[src/rtl/tour_pkg.sv]
// Shared constants for the knight-tour command sequencer.
// Opcodes, headings, response codes and FSM state encodings.
package tour_pkg;

    localparam logic [3:0] OP_MOVE    = 4'h4;
    localparam logic [3:0] OP_FANFARE = 4'h5;

    localparam logic [7:0] HDG_N = 8'h00;
    localparam logic [7:0] HDG_W = 8'h3F;
    localparam logic [7:0] HDG_S = 8'h7F;
    localparam logic [7:0] HDG_E = 8'hBF;

    localparam logic [7:0] RESP_DONE = 8'hA5;
    localparam logic [7:0] RESP_BUSY = 8'h5A;

    typedef logic [2:0] state_t;

    localparam state_t S_IDLE   = 3'd0;
    localparam state_t S_MOVE_Y = 3'd1;
    localparam state_t S_WAIT_Y = 3'd2;
    localparam state_t S_MOVE_X = 3'd3;
    localparam state_t S_WAIT_X = 3'd4;

    function automatic logic [15:0] leg_cmd(
        input logic [3:0] op,
        input logic [7:0] hdg,
        input logic [3:0] sq
    );
        return {op, hdg, sq};
    endfunction

endpackage

[src/rtl/tour_cmd_sequencer_if.sv]
// Command-path bundle between host/UART, tour solver and command processor.
// master = environment side, slave = sequencer side.
interface tour_cmd_sequencer_if;

    logic [15:0] cmd_UART;
    logic        cmd_rdy_UART;
    logic        clr_cmd_rdy_UART;
    logic        start_tour;
    logic [7:0]  move;
    logic [4:0]  mv_indx;
    logic [15:0] cmd;
    logic        cmd_rdy;
    logic        clr_cmd_rdy;
    logic        send_resp;
    logic [7:0]  resp;

    modport master (
        output cmd_UART, cmd_rdy_UART, start_tour, move,
        output clr_cmd_rdy, send_resp,
        input  clr_cmd_rdy_UART, mv_indx, cmd, cmd_rdy, resp
    );

    modport slave (
        input  cmd_UART, cmd_rdy_UART, start_tour, move,
        input  clr_cmd_rdy, send_resp,
        output clr_cmd_rdy_UART, mv_indx, cmd, cmd_rdy, resp
    );

endinterface

[src/rtl/knight_move_decode.sv]
// Splits a one-hot knight move into a vertical and a horizontal leg command.
// Anything other than exactly one set bit is flagged illegal.
module knight_move_decode
    import tour_pkg::*;
(
    input  logic [7:0]  move,
    output logic [15:0] y_cmd,
    output logic [15:0] x_cmd,
    output logic        illegal
);

    always_comb begin
        y_cmd   = '0;
        x_cmd   = '0;
        illegal = !$onehot(move);
        // Guarded so the unique decode only ever sees a single hot bit
        if (!illegal) begin
            unique case (1'b1)
                move[0]: begin
                    y_cmd = leg_cmd(OP_MOVE, HDG_N, 4'd2);
                    x_cmd = leg_cmd(OP_FANFARE, HDG_E, 4'd1);
                end
                move[1]: begin
                    y_cmd = leg_cmd(OP_MOVE, HDG_N, 4'd2);
                    x_cmd = leg_cmd(OP_FANFARE, HDG_W, 4'd1);
                end
                move[2]: begin
                    y_cmd = leg_cmd(OP_MOVE, HDG_N, 4'd1);
                    x_cmd = leg_cmd(OP_FANFARE, HDG_W, 4'd2);
                end
                move[3]: begin
                    y_cmd = leg_cmd(OP_MOVE, HDG_S, 4'd1);
                    x_cmd = leg_cmd(OP_FANFARE, HDG_W, 4'd2);
                end
                move[4]: begin
                    y_cmd = leg_cmd(OP_MOVE, HDG_S, 4'd2);
                    x_cmd = leg_cmd(OP_FANFARE, HDG_W, 4'd1);
                end
                move[5]: begin
                    y_cmd = leg_cmd(OP_MOVE, HDG_S, 4'd2);
                    x_cmd = leg_cmd(OP_FANFARE, HDG_E, 4'd1);
                end
                move[6]: begin
                    y_cmd = leg_cmd(OP_MOVE, HDG_S, 4'd1);
                    x_cmd = leg_cmd(OP_FANFARE, HDG_E, 4'd2);
                end
                move[7]: begin
                    y_cmd = leg_cmd(OP_MOVE, HDG_N, 4'd1);
                    x_cmd = leg_cmd(OP_FANFARE, HDG_E, 4'd2);
                end
                default: ;
            endcase
        end
    end

endmodule

[src/rtl/tour_cmd_sequencer.sv]
// Arbitrates the command port between the UART host and the knight tour,
// issuing each tour move as a Y leg followed by an X leg.
module tour_cmd_sequencer
    import tour_pkg::*;
#(
    parameter int NUM_MOVES = 24
) (
    input logic                 clk,
    input logic                 rst_n,
    tour_cmd_sequencer_if.slave bus
);

    localparam logic [4:0] LAST_IDX = 5'(NUM_MOVES - 1);

    state_t      state;
    state_t      state_nxt;
    logic [4:0]  idx;
    logic [15:0] y_cmd;
    logic [15:0] x_cmd;
    logic        illegal;
    logic        last;
    logic [15:0] cmd_o;
    logic        cmd_rdy_o;
    logic        clr_uart_o;
    logic [7:0]  resp_o;

    knight_move_decode u_dec (
        .move    (bus.move),
        .y_cmd   (y_cmd),
        .x_cmd   (x_cmd),
        .illegal (illegal)
    );

    assign last = (idx == LAST_IDX);

    always_ff @(posedge clk or negedge rst_n) begin
        if (!rst_n) begin
            state <= S_IDLE;
            idx   <= '0;
        end else begin
            state <= state_nxt;
            if (state == S_IDLE && bus.start_tour)
                idx <= '0;
            else if (state == S_WAIT_X && bus.send_resp && !last)
                idx <= idx + 5'd1;
        end
    end

    always_comb begin
        state_nxt  = state;
        cmd_o      = bus.cmd_UART;
        cmd_rdy_o  = 1'b0;
        clr_uart_o = 1'b0;
        resp_o     = RESP_BUSY;
        case (state)
            S_IDLE: begin
                cmd_rdy_o  = bus.cmd_rdy_UART;
                clr_uart_o = bus.clr_cmd_rdy;
                resp_o     = RESP_DONE;
                if (bus.start_tour)
                    state_nxt = S_MOVE_Y;
            end
            S_MOVE_Y: begin
                cmd_o     = y_cmd;
                cmd_rdy_o = !illegal;
                if (illegal)
                    state_nxt = S_IDLE;
                else if (bus.clr_cmd_rdy)
                    state_nxt = S_WAIT_Y;
            end
            S_WAIT_Y: begin
                cmd_o = y_cmd;
                if (bus.send_resp)
                    state_nxt = S_MOVE_X;
            end
            S_MOVE_X: begin
                cmd_o     = x_cmd;
                cmd_rdy_o = 1'b1;
                if (bus.clr_cmd_rdy)
                    state_nxt = S_WAIT_X;
            end
            S_WAIT_X: begin
                cmd_o = x_cmd;
                if (last)
                    resp_o = RESP_DONE;
                if (bus.send_resp)
                    state_nxt = last ? S_IDLE : S_MOVE_Y;
            end
            default: state_nxt = S_IDLE;
        endcase
    end

    assign bus.cmd              = cmd_o;
    assign bus.cmd_rdy          = cmd_rdy_o;
    assign bus.clr_cmd_rdy_UART = clr_uart_o;
    assign bus.resp             = resp_o;
    assign bus.mv_indx          = idx;

endmodule

[src/flat_wrapper.sv]
// flat-port wrapper written by rule: the top's interface ports become plain ports
module tour_cmd_sequencer_flat import tour_pkg::*;
#(
    parameter int NUM_MOVES = 24
)
  (clk, rst_n, bus_cmd_UART, bus_cmd_rdy_UART, bus_start_tour, bus_move, bus_clr_cmd_rdy, bus_send_resp, bus_clr_cmd_rdy_UART, bus_mv_indx, bus_cmd, bus_cmd_rdy, bus_resp);
  tour_cmd_sequencer_if bus_i ();
  input logic clk;
  input logic rst_n;
  input wire logic [$bits(bus_i.cmd_UART)-1:0] bus_cmd_UART;
  input wire logic [$bits(bus_i.cmd_rdy_UART)-1:0] bus_cmd_rdy_UART;
  input wire logic [$bits(bus_i.start_tour)-1:0] bus_start_tour;
  input wire logic [$bits(bus_i.move)-1:0] bus_move;
  input wire logic [$bits(bus_i.clr_cmd_rdy)-1:0] bus_clr_cmd_rdy;
  input wire logic [$bits(bus_i.send_resp)-1:0] bus_send_resp;
  output wire logic [$bits(bus_i.clr_cmd_rdy_UART)-1:0] bus_clr_cmd_rdy_UART;
  output wire logic [$bits(bus_i.mv_indx)-1:0] bus_mv_indx;
  output wire logic [$bits(bus_i.cmd)-1:0] bus_cmd;
  output wire logic [$bits(bus_i.cmd_rdy)-1:0] bus_cmd_rdy;
  output wire logic [$bits(bus_i.resp)-1:0] bus_resp;
  assign bus_i.cmd_UART = bus_cmd_UART;
  assign bus_i.cmd_rdy_UART = bus_cmd_rdy_UART;
  assign bus_i.start_tour = bus_start_tour;
  assign bus_i.move = bus_move;
  assign bus_i.clr_cmd_rdy = bus_clr_cmd_rdy;
  assign bus_i.send_resp = bus_send_resp;
  assign bus_clr_cmd_rdy_UART = bus_i.clr_cmd_rdy_UART;
  assign bus_mv_indx = bus_i.mv_indx;
  assign bus_cmd = bus_i.cmd;
  assign bus_cmd_rdy = bus_i.cmd_rdy;
  assign bus_resp = bus_i.resp;
  tour_cmd_sequencer #(.NUM_MOVES(NUM_MOVES)) u_core (.clk(clk), .rst_n(rst_n), .bus(bus_i));
endmodule
[config.mk]
export PLATFORM = sky130hd
export DESIGN_NAME = tour_cmd_sequencer_flat
export DESIGN_NICKNAME = d
export VERILOG_FILES = /design/src/rtl/tour_pkg.sv /design/src/rtl/tour_cmd_sequencer_if.sv /design/src/rtl/knight_move_decode.sv /design/src/rtl/tour_cmd_sequencer.sv /design/src/flat_wrapper.sv
export SDC_FILE = /design/constraint.sdc
export NUM_CORES = 1
export LEC_CHECK = 0
export ABC_AREA = 1
export CELL_PAD_IN_SITES_DETAIL_PLACEMENT = 1
export CELL_PAD_IN_SITES_GLOBAL_PLACEMENT = 1
export CORE_MARGIN = 2
export CORE_UTILIZATION = 40
export CTS_CLUSTER_SIZE = 30
export DETAILED_ROUTE_END_ITERATION = 12
export DONT_BUFFER_PORTS = 1
export GPL_TIMING_DRIVEN = 0
export PLACE_DENSITY_LB_ADDON = 0.05
export SYNTH_ARGS = -nofsm -noshare
export SYNTH_HDL_FRONTEND = slang
export SYNTH_SLANG_ARGS = --single-unit
[constraint.sdc]
create_clock -name clk -period 5.6 [get_ports clk]
set_clock_uncertainty 0.15 [all_clocks]
set_input_delay 1.12 -clock clk [delete_from_list [all_inputs] [get_ports clk]]
set_output_delay 1.12 -clock clk [all_outputs]
set_load 0.01 [all_outputs]
Yosys cells after proc, flatten, opt, wreduce, memory -nomap -nowiden
Cells that the tools add are included.

word-level totals
  register bits after elaboration = 8
  word-level logic and storage cells = 57

operators by class
  add/subtract/negate cells = 8
  eq/ne operators = 11
  mux-type cells = 19
  reduce and logical (&&, ||, !) cells = 17

operators with widths
  operator                                                         number
  15-bit case mux with 4 select lines                              2
  16-bit 2-to-1 mux                                                2
  16-bit case mux with 2 select lines                              1
  2-bit OR reduction                                               10
  3-bit 2-to-1 mux                                                 6
  8-bit case mux with 2 select lines                               1
  3-bit case mux with 5 select lines                               1
  5-bit 2-to-1 mux                                                 2
  1-bit by 1-bit adder with 2-bit output                           4
  8-bit 2-to-1 mux                                                 1
  2-bit != test, second input constant                             4
  3-bit by 2-bit == test with 1-bit output, second input constant  2
  5-bit by 1-bit adder with 5-bit output, second input constant    1
  5-bit == test, second input constant                             1
  5-bit AND reduction                                              1
  4-bit by 2-bit adder with 4-bit output                           1
  4-bit by 3-bit adder with 4-bit output                           1
  4-bit by 1-bit == test with 1-bit output, second input constant  1
  2-bit by 2-bit adder with 3-bit output                           1
  3-bit by 1-bit == test with 1-bit output, second input constant  1
  3-bit == test, second input constant                             1
  1-bit logical AND                                                3
  3-bit zero test                                                  1
  3-bit != test, second input constant                             1
  other kinds (4)                                                  5

Longest topological paths before layout
  word-level depth = 6
  depth in mapped cells = 18

Hierarchy
A second synthesis with hierarchy kept.

unflattened totals
  cell total of the unflattened synthesis = 247
  area, all modules = 1,645.3 um^2

modules (own cells, without submodules)
  module              instances  cells each  area each (um^2)  seq. area each (um^2)
  tour_cmd_sequencer  1          157         1,063.5           200.2
  knight_move_decode  1          90          581.8             0.0

Worst setup path after synthesis
No wires, ideal clock.

  path kind = in2out
  start = input bus_move[0]
  end = output bus_cmd[14]
  arrival time = 3,855 ps
  slack = 475 ps
  stages = 15
  buffers on the path = 0
  cell sequence = inv_1 > ha_1 > inv_1 > fa_1 > fa_1 > inv_1 > fa_1 > inv_1 > fa_1 > nand2_1 > nor2_1 > nand2_1 > inv_1 > o211ai_2 > nand3_1

on the way
  cells in the longest elaborated chain, start to end = 6
  elaborated cells on any way between the ends = 11
  classes of those cells = 3 x add/sub; 1 x eq/ne; 5 x mux; 2 x reduce/logical

RTL lines
  element                                                       line                      text
  from (decl)                                                   flat_wrapper.sv:13        input wire logic [$bits(bus_i.move)-1:0] bus_move;
  1-bit by 1-bit adder with 2-bit output (not written as such)  knight_move_decode.sv:15  illegal = !$onehot(move);
  4-bit by 2-bit adder with 4-bit output (not written as such)  knight_move_decode.sv:15
  4-bit by 3-bit adder with 4-bit output (not written as such)  knight_move_decode.sv:15
  4-bit by 1-bit == test with 1-bit output                      knight_move_decode.sv:15
  16-bit 2-to-1 mux                                             knight_move_decode.sv:17  if (!illegal) begin
  16-bit case mux with 2 select lines (*)                       tour_cmd_sequencer.sv:55  case (state)
  to (decl)                                                     flat_wrapper.sv:18        output wire logic [$bits(bus_i.cmd)-1:0] bus_cmd;

Mark *: on every way between the ends. The rest lies on a longest branch, timed or not.

Worst setup path after layout
Same ends and word-level chain as after synthesis.

==> results.txt <==
The run finished with clean final reports. STA puts the critical path data arrival time at 4.08 ns. STA puts the critical path data required time at 4.33 ns. The top-area cell type share of the netlist area came out at 19.58%. The overall power after layout is 460.1 uW. The most used flip-flop cell after synthesis is dfrtp_1. Setup violations remaining at the end of the flow were counted as 0. In this run the clock root is driven by a clkbuf_4. The number of global-route vias before repair came out at 899. The DRC marker count from the first detailed-route iteration came out at 9. The number of buffers between clock root and the deepest sink came out at 2.

The number of nets in the synthesized netlist came out at 198. The max-slew violation total from the final report came to 0. The worst setup path is launched from a primary input.

The share of layout cells above drive strength 1 came out at 13.58%. The tightest min-delay check is of the in -> async type. The clock transition at the register clock pins on the worst setup and hold paths after CTS is 0.05 ns.

The total power per unit cell area is 425.1 nW/um2. Global routing finished with a remaining overflow of 0. The DRC violation count after routing came out at 0. The area of all sequential standard cells is 200.2 um2.

The cts-stage hold buffer count came out at 0. The net count of the finished layout is 203. The number of warnings printed during yosys synthesis came out at 0. The initial utilization of the core area, before any placement, comes to 41.64%.

The port buffer count came out at 0. The clock latency on the worst-skew pair is 0.25 ns. Across the run, the number of max-cap violations was 0. In the synthesized netlist, the cells that appear most often are 44 x nand2_1, 32 x inv_1, 21 x nand3_1. The register-to-register setup slack came out at 4.04 ns. The number of levels the H-tree was split into is 1. The minimum period implied by the final worst setup slack came out at 5.354 ns. The share of the yosys chip area belonging to registers is 19.58%. The die covers 2976 um2. The maximum vdd drop came out at 0.2678 mV.

The ratio of final minimum period to clock period came out at 95.61%. In the post-synthesis netlist, the biggest area contributors are dfrtp_1 20%, nand2_1 16%, inv_1 12%. The synthesized design spends more area on one cell type than any other, namely dfrtp_1. The cell count after synthesis came out at 159. The remaining antenna violation count after routing is 0. The slack of the critical path is 0.2460 ns. The number of I/O pins is 61. The top achievable clock speed is 0.1868 GHz. The setup path with the least slack is of type in -> out. The initial antenna violation count was 0.

The total global routing track utilization came out at 17.25%. For this block, the routed nets add up to 2.490 mm of wire. The post-route worst hold slack came out at 0.4111 ns.

The slew at the pin closest to its max-slew limit came out at 0.4046 ns. The filler cells instantiated in the layout total 345. For this run, the detailed router's first-pass iteration total came to 4. The average size of a mapped cell came out at 6.429 um2. Summing all multi-input logic gate instances after layout gives 641.9 um2. In this run, synthesis inferred 0 flip-flops with an integrated enable. The number of hold violations in the final report is 0. The average wire length per cell after detail routing came out at 12.97 um.

The number of distinct library cell variants in the gate-level netlist after synthesis is 25. The layout overhead on the synthesized area came out at 5.875%. The pin count of the biggest net entering global routing came out at 11.

The floorplan step defined a core boundary enclosing 2455 um2. The most frequent cell after synthesis is nand2_1. The length in cells of the worst reg-to-reg path is 8. Setup repair after global routing could not meet its margin everywhere. The floorplan row count came out at 18. The placed wire-length estimate after detailed placement came out at 2.192 mm. 0 antenna diodes ended up in the layout. The average vias per placed instance is 5.182. The die boundary height is 54.55 um. The endpoint identified for the worst register-to-register timing path is u_core.bus.mv_indx[4].

The first-pass GRT wire length is 3.767 mm. In this run the static leakage power is 0.6562 nW. The proportion of register bits with asynchronous set or reset after synthesis is 100.0%.

The clock sink count came out at 8. In this run the worst path has a maximum fanout of 8. In this run, post-CTS repair resized a total of 0 instances. The global placer's final weighted congestion came out at 0.7627.

The worst register-to-register path begins at u_core.state[1]. After synthesis the netlist holds a flip-flop and latch count of 8. The cell area after synthesis came out at 1022 um2. The setup slack after placement came out at 0.2221 ns.

Once layout is complete, the utilization of the core stands at 44.09%. The worst-case headroom to the max-slew limit is 72.93%. The detailed router placed 995 vias in this run. The x dimension of the die is 54.55 um. STA classifies the critical path endpoint as a primary output. The CTS tree is yes. The number of buffers created by CTS is 3.
[critical path, stage by stage]
cell and delay [ns]:
inv_1 0.03, ha_1 0.29, inv_1 0.07, fa_1 0.42, fa_1 0.49, inv_1 0.05, fa_1 0.38, inv_1 0.08
fa_1 0.41, nand2_1 0.07, nor2_1 0.04, nand2_1 0.15, inv_1 0.11, o211ai_2 0.15, nand3_1 0.21
[registers in the layout (all words and copies together), names as in the netlist]
name,cells
u_core.bus.mv_indx,5
u_core.state,3
[how the worst max path moves through the flow]
stage                      startpoint           to  slack [ns]  cells past startpoint
after detailed placement  bus_move[0]  bus_cmd[14]        0.22                     15
after global placement    bus_move[0]   bus_cmd[8]        0.30                     15
after CTS                 bus_move[0]  bus_cmd[14]        0.22                     15
after floorplan           bus_move[0]  bus_cmd[14]        0.48                     15
final                     bus_move[0]  bus_cmd[14]        0.25                     15
after global routing      bus_move[0]  bus_cmd[14]      -0.001                     15
[report_power, final]
part	leakage (nW)	internal [mW]	switching, mW
Combinational	0.533	0.115	0.225
Clock	0.0138	0.0245	0.0186
Sequential	0.109	0.0666	0.0106
Total	0.656	0.206	0.254
[cell usage in the layout, fill, tap and decap left out, drive strengths merged]
master | netlist | layout
nand2 | 47 | 47
inv | 33 | 33
nand3 | 22 | 22
nor2 | 14 | 14
dfrtp | 8 | 8
o21ai | 8 | 8
buf | 7 | 7
ha | 5 | 5
fa | 4 | 4
clkbuf | 0 | 3
nand4 | 2 | 2
xor2 | 2 | 2
a21oi | 2 | 2
o31ai | 1 | 1
o211ai | 1 | 1
a22o | 1 | 1
nand3b | 1 | 1
xnor2 | 1 | 1
[cell families after synthesis]
logic type	share of synthesized area [%]
AO/OA/AOI/OAI	8.445
XOR/XNOR	2.571
adder cells (fa/ha/maj)	13.95
buffers and inverters	17.63
flip-flops	19.58
AND/OR/NAND/NOR	37.82
[routing by layer]
metal | vias to the layer above | routed length (um) | GRT usage [%]
met1 | 462 | 1031 | 22.26
met2 | 37 | 1282 | 29.52
met5 | - | 0 | 0
met3 | 2 | 167 | 4.372
met4 | 0 | 8 | 2.500
li1 | 494 | - | -
[timing repair]
item | 4_1_cts | 5_1_grt
setup endpoints to repair | 0 | 1
endpoints found under the hold margin | 0 | 0
setup buffers | 0 | 0
[layout make-up]
type / count / share of cell area, %
multi-input combinational: 111 / 59.31
sequential: 8 / 18.50
inverter: 33 / 11.45
buffer: 7 / 5.202
tap: 30 / 3.468
clock buffer: 3 / 2.081
[stage by stage]
stage | cells | setup TNS, ns | area [um2]
final | 192 | 0 | 1082
after global routing | 192 | -0.001089 | 1082
after CTS | 192 | 0 | 1082
after detailed placement | 189 | 0 | 1060
after global placement | 189 | 0 | 1060
after floorplan | 159 | 0 | 1022
Note: power is estimated with default switching activity, not from simulation.
